$ cat config.mk
export PLATFORM = sky130hd
export DESIGN_NAME = riscv_test_monitor
export DESIGN_NICKNAME = d
export VERILOG_FILES = /design/src/rtl/riscv_test_defs.sv /design/src/rtl/sat_counter.sv /design/src/rtl/riscv_test_monitor.sv
export SDC_FILE = /design/constraint.sdc
export NUM_CORES = 1
export LEC_CHECK = 0
export ABC_AREA = 1
export CAP_MARGIN = 25
export CORE_MARGIN = 2
export CORE_UTILIZATION = 47
export CTS_BUF_LIST = sky130_fd_sc_hd__clkbuf_16
export DETAILED_ROUTE_END_ITERATION = 8
export PLACE_DENSITY_LB_ADDON = 0.12
export SYNTH_ARGS = -nofsm -noshare
export SYNTH_HDL_FRONTEND = slang
export SYNTH_SLANG_ARGS = --single-unit
export TNS_END_PERCENT = 5
$ cat constraint.sdc
create_clock -name clk -period 6.7 [get_ports clk]
set_input_delay 1.34 -clock clk [delete_from_list [all_inputs] [get_ports clk]]
set_output_delay 1.34 -clock clk [all_outputs]
set_load 0.05 [all_outputs]
$ cat src/rtl/riscv_test_defs.sv
// Shared definitions for the riscv-tests end-of-test monitor and its benches.
//   MODE_*  : selects which end-of-test events the monitor listens to
//   state_t : 2-bit verdict state encoding (RUN=0, PASS=1, FAIL=2, TMO=3)
package riscv_test_defs;

    localparam int MODE_PC     = 0;  // retire-PC match only
    localparam int MODE_TOHOST = 1;  // tohost store only
    localparam int MODE_BOTH   = 2;  // either event

    typedef enum logic [1:0] {
        ST_RUN  = 2'd0,
        ST_PASS = 2'd1,
        ST_FAIL = 2'd2,
        ST_TMO  = 2'd3
    } state_t;

endpackage

$ cat src/rtl/sat_counter.sv
// Saturating up-counter.
//   clk   : clock
//   srst  : synchronous active-high clear to zero
//   en    : count enable; holds the value when low
//   count : current value; sticks at all-ones instead of wrapping
module sat_counter #(
    parameter int W = 32
) (
    input  logic         clk,
    input  logic         srst,
    input  logic         en,
    output logic [W-1:0] count
);

    logic [W-1:0] count_reg;

    always_ff @(posedge clk) begin
        if (srst) begin
            count_reg <= '0;
        end else if (en && (count_reg != {W{1'b1}})) begin
            count_reg <= count_reg + W'(1);
        end
    end

    assign count = count_reg;

endmodule

$ cat src/rtl/riscv_test_monitor.sv
// End-of-test detector for riscv-tests programs. Watches the retire PC / gp
// and stores to the tohost word, then latches a sticky pass/fail/timeout
// verdict together with the failing test number and the elapsed cycle count.
//   clk, rst              : clock, synchronous active-high reset
//   ret_valid/ret_pc      : retiring instruction and its PC
//   gp_val                : current x3 (holds the test code in PC mode)
//   st_valid/addr/data    : data-memory store
//   done/passed/failed/timed_out : sticky verdict flags
//   fail_id               : failing test number (code >> 1), 0 unless failed
//   cycles                : cycles since reset release, frozen once done
module riscv_test_monitor
    import riscv_test_defs::*;
#(
    parameter int              XLEN        = 32,
    parameter logic [XLEN-1:0] PASS_PC     = 32'h44,
    parameter logic [XLEN-1:0] TOHOST_ADDR = 32'h1000,
    parameter int              MODE        = 2,
    parameter int              TIMEOUT     = 5000,
    parameter int              CNT_W       = 32
) (
    input  logic             clk,
    input  logic             rst,
    input  logic             ret_valid,
    input  logic [XLEN-1:0]  ret_pc,
    input  logic [XLEN-1:0]  gp_val,
    input  logic             st_valid,
    input  logic [XLEN-1:0]  st_addr,
    input  logic [XLEN-1:0]  st_data,
    output logic             done,
    output logic             passed,
    output logic             failed,
    output logic             timed_out,
    output logic [XLEN-1:0]  fail_id,
    output logic [CNT_W-1:0] cycles
);

    localparam bit USE_PC     = (MODE == MODE_PC)     || (MODE == MODE_BOTH);
    localparam bit USE_TOHOST = (MODE == MODE_TOHOST) || (MODE == MODE_BOTH);
    localparam bit TMO_EN     = (TIMEOUT != 0);
    // Last RUN cycle before timeout; unused when the timeout is disabled.
    localparam logic [CNT_W-1:0] TMO_LAST = TMO_EN ? CNT_W'(TIMEOUT - 1) : '0;

    state_t          state_reg, state_next;
    logic [XLEN-1:0] fail_id_reg, fail_id_next;
    logic            tohost_hit, pc_hit, tmo_hit;
    logic [XLEN-1:0] code;
    logic [CNT_W-1:0] cycle_cnt;

    // Even tohost values are not end-of-test markers, so bit 0 gates the event.
    assign tohost_hit = USE_TOHOST && st_valid && (st_addr == TOHOST_ADDR) && st_data[0];
    assign pc_hit     = USE_PC && ret_valid && (ret_pc == PASS_PC);
    assign tmo_hit    = TMO_EN && (cycle_cnt == TMO_LAST);
    // tohost outranks the PC match when both fire together.
    assign code       = tohost_hit ? st_data : gp_val;

    always_comb begin
        state_next   = state_reg;
        fail_id_next = fail_id_reg;
        if (state_reg == ST_RUN) begin
            if (tohost_hit || pc_hit) begin
                if (code == XLEN'(1)) begin
                    state_next = ST_PASS;
                end else begin
                    state_next   = ST_FAIL;
                    fail_id_next = code >> 1;
                end
            end else if (tmo_hit) begin
                state_next = ST_TMO;
            end
        end
    end

    always_ff @(posedge clk) begin
        if (rst) begin
            state_reg   <= ST_RUN;
            fail_id_reg <= '0;
        end else begin
            state_reg   <= state_next;
            fail_id_reg <= fail_id_next;
        end
    end

    // Counting while in RUN includes the verdict cycle, so the count freezes
    // at its final value from the edge that latches the verdict.
    sat_counter #(.W(CNT_W)) u_cycles (
        .clk   (clk),
        .srst  (rst),
        .en    (state_reg == ST_RUN),
        .count (cycle_cnt)
    );

    assign passed    = (state_reg == ST_PASS);
    assign failed    = (state_reg == ST_FAIL);
    assign timed_out = (state_reg == ST_TMO);
    assign done      = passed | failed | timed_out;
    assign fail_id   = fail_id_reg;
    assign cycles    = cycle_cnt;

endmodule

==> flow_metrics.env <==
export IMPL_status="completed"
export IMPL_place_ws_ns=1.52
export IMPL_finClkSkew_ns=0.00793
export IMPL_synthArstFlopShare=0
export IMPL_syn_area_um2=4600
export IMPL_netlist_instances=782
export IMPL_vdd_ir_drop_max_v=0.000123
export IMPL_ys_flop_type="dfxtp_1"
export IMPL_ant_nets=0
export IMPL_postCtsSetupRepairBufs=0
export IMPL_hold_violations=0
export IMPL_initial_core_util=0.477
export IMPL_dp_hpwl_mm=10.9
export IMPL_cp_required_ns=6.95
export IMPL_max_cap_violations=0
export IMPL_h_tree_depth=3
export IMPL_r2r_start="state_reg[1]"
export IMPL_ff_latch_area_um2=1300
export IMPL_wl_per_cell_um=12.6
export IMPL_viasPerCell=4.97
export IMPL_synth_warnings=0
export IMPL_pin_count=200
export IMPL_fin_crit_ns=4.25
export IMPL_multi_input_area_um2=2460
export IMPL_fp_dieH_um=103
export IMPL_wl_mm=13.9
export IMPL_place_gp_congestion=0.886
export IMPL_endpoint_kind="flip-flop"
export IMPL_layout_nets=1100
export IMPL_slew_violations=0
export IMPL_core_um2=9640
export IMPL_syn_to_final_growth_pct=51.4
export IMPL_worst_pin_slew_ns=0.768
export IMPL_grt_max_degree=35
export IMPL_cts_resized=0
export IMPL_grtUsageTotal=0.263
export IMPL_cts_path_max_buffers=2
export IMPL_cts_sinks=65
export IMPL_largest_register_ffs=32
export IMPL_ctsHoldBuffers=0
export IMPL_num_rows=36
export IMPL_ff2ff_setup_slack_ns=3.75
export IMPL_rsz0062_at_grt="no"
export IMPL_synthesis_nets=915
export IMPL_fp_dieW_um=103
export IMPL_grt_overflow_total=0
export IMPL_cp_start_kind="primary input"
export IMPL_hold_class="flip-flop to flip-flop"
export IMPL_r2r_cells=9
export IMPL_drc=0
export IMPL_fin_crit_sh=0.634
export IMPL_slew_headroom=0.486
export IMPL_grt_pass1_wl_mm=22.5
export IMPL_p_leak_nw=3.01
export IMPL_cts_tree="built"
export IMPL_n_antenna_cell=0
export IMPL_hp_start="u_cycles.count[9]"
export IMPL_power_density_nw_per_um2=154
export IMPL_setup_tns_ns=0
export IMPL_setup_violations=0
export IMPL_dr_first_iter_drc_count=267
export IMPL_clock_latency_ns=0.33
export IMPL_n_fill_cell=866
export IMPL_synth_cell_types=30
export IMPL_timing_fmax_ghz=0.235
export IMPL_ys_ff_latch=65
export IMPL_worstSetupStartpoint="st_addr[19]"
export IMPL_r2r_end="u_cycles.count[31]"
export IMPL_ys_seq_area_frac=0.283
export IMPL_dieArea_um2=10600
export IMPL_cts_root_buffer="clkbuf_16"
export IMPL_fin_hold_ws_ns=0.480
export IMPL_dr_pass1_iters=5
export IMPL_grt_pass1_vias=5294
export IMPL_synth_edff_count=0
export IMPL_crit_type="primary input to flip-flop"
export IMPL_critPathMaxFanout=33
export IMPL_avgSynthCellArea_um2=5.88
export IMPL_vias=5488
export IMPL_worstPathArrival_ns=4.50
export IMPL_port_buffers=198
export IMPL_grt_antenna_before_repair=0
export IMPL_critPathCapture="fail_id[30]"
export IMPL_fin_ws_ns=2.45
export IMPL_cts_clk_slew_worst_paths_ns=0.05
export IMPL_numCtsBuffers=9
export IMPL_drive_above_1_share=0.0977
how the worst min path moves through the flow:
stage,endpoint,depth (start not counted)
after floorplan,state_reg[0],2
after global placement,u_cycles.count[9],2
after detailed placement,u_cycles.count[9],2
after CTS,u_cycles.count[9],2
after global routing,u_cycles.count[9],2
final,u_cycles.count[9],2
cells in the mapped netlist (2+ instances only):
cell	instances	area, um2
nand2_1	191	717
inv_1	132	495
nor2_1	107	402
dfxtp_1	65	1300
nand4_1	48	300
inv_2	35	131
nand2_2	30	188
nand3_1	29	145
a21oi_1	24	120
nor3_1	18	90.1
o21ai_0	18	90.1
nand3b_1	15	113
clkbuf_1	13	48.8
nor4_1	13	81.3
buf_2	7	35.0
nor3b_1	7	52.6
buf_6	5	56.3
nor2_2	5	31.3
o21a_1	4	30.0
buf_12	3	60.1
xor2_1	3	26.3
buf_4	2	15.0
per-layer routing:
layer	up-vias	wire [um]	GRT usage
met5	-	0	0
met4	0	500	0.119
met3	44	877	0.0508
met2	218	6890	0.470
met1	2447	5620	0.303
li1	2779	-	-
logic make-up (layout without fill, tap and decap cells):
logic type,Yosys count,in the layout,synth area share
buf+inv,197,387,0.183
compound gates,48,48,0.0549
simple gates,467,467,0.470
fa+ha+maj,1,1,0.00272
flops,65,65,0.283
other cells,1,1,0.000815
xor+xnor,3,3,0.00571
power breakdown:
part / internal, mW / leakage (nW) / switching [mW]
clock: 0.364 / 0.171 / 0.176
combinational: 0.0871 / 2.31 / 0.0564
sequential: 0.388 / 0.524 / 0.00167
stage by stage:
| stage | cells | cell area, um2 | utilization | power [mW] |
|---|---|---|---|---|
| 2_1_floorplan | 782 | 4600 | - | 0.448 |
| 6_report | 1105 | 6960 | 0.722 | 1.07 |
| 3_5_place_dp | 1086 | 6560 | 0.681 | 0.541 |
| 4_1_cts | 1102 | 6910 | 0.717 | 1.08 |
| 5_1_grt | 1105 | 6960 | 0.722 | 1.11 |
| 3_3_place_gp | 1086 | 6560 | 0.681 | 0.539 |
cell type report:
cell class                 count  share of cell area
sequential                    65               0.187
multi-input combinational    520               0.354
inverter                     167              0.0900
timing repair buffer         204               0.296
tap                          133              0.0239
clock inverter                 7              0.0172
clock buffer                   9              0.0323
worst max-delay path, cell delays in order:
cell and delay (ns):
clkdlybuf4s50_1 0.44, nor2_1 0.14, nand2_1 0.09, nor2_2 0.08, buf_4 0.29, nand3_1 0.28
buf_8 0.25, nand2_1 0.08, nand2_1 0.09, nand2_1 0.08, nor2_1 0.05, nand2_1 0.07
nor2_2 0.05, nand2_4 0.28, nand3_4 0.51, nand2_1 0.19, inv_1 0.06, nor2_1 0.11
cell usage in the layout (no fill, tap or decap), types with 4 or more instances in the layout:
master and instances:
clkdlybuf4s50_1 198, nand2_1 191, inv_1 133, nor2_1 105
dfxtp_1 65, nand4_1 48, inv_2 35, nand2_2 30
nand3_1 29, a21oi_1 24, nor3_1 18, o21ai_0 18
nand3b_1 15, nor4_1 13, clkbuf_16 9, nor2_2 7
nor3b_1 7, o21a_1 4
Note: power is estimated with default switching activity, not from simulation.
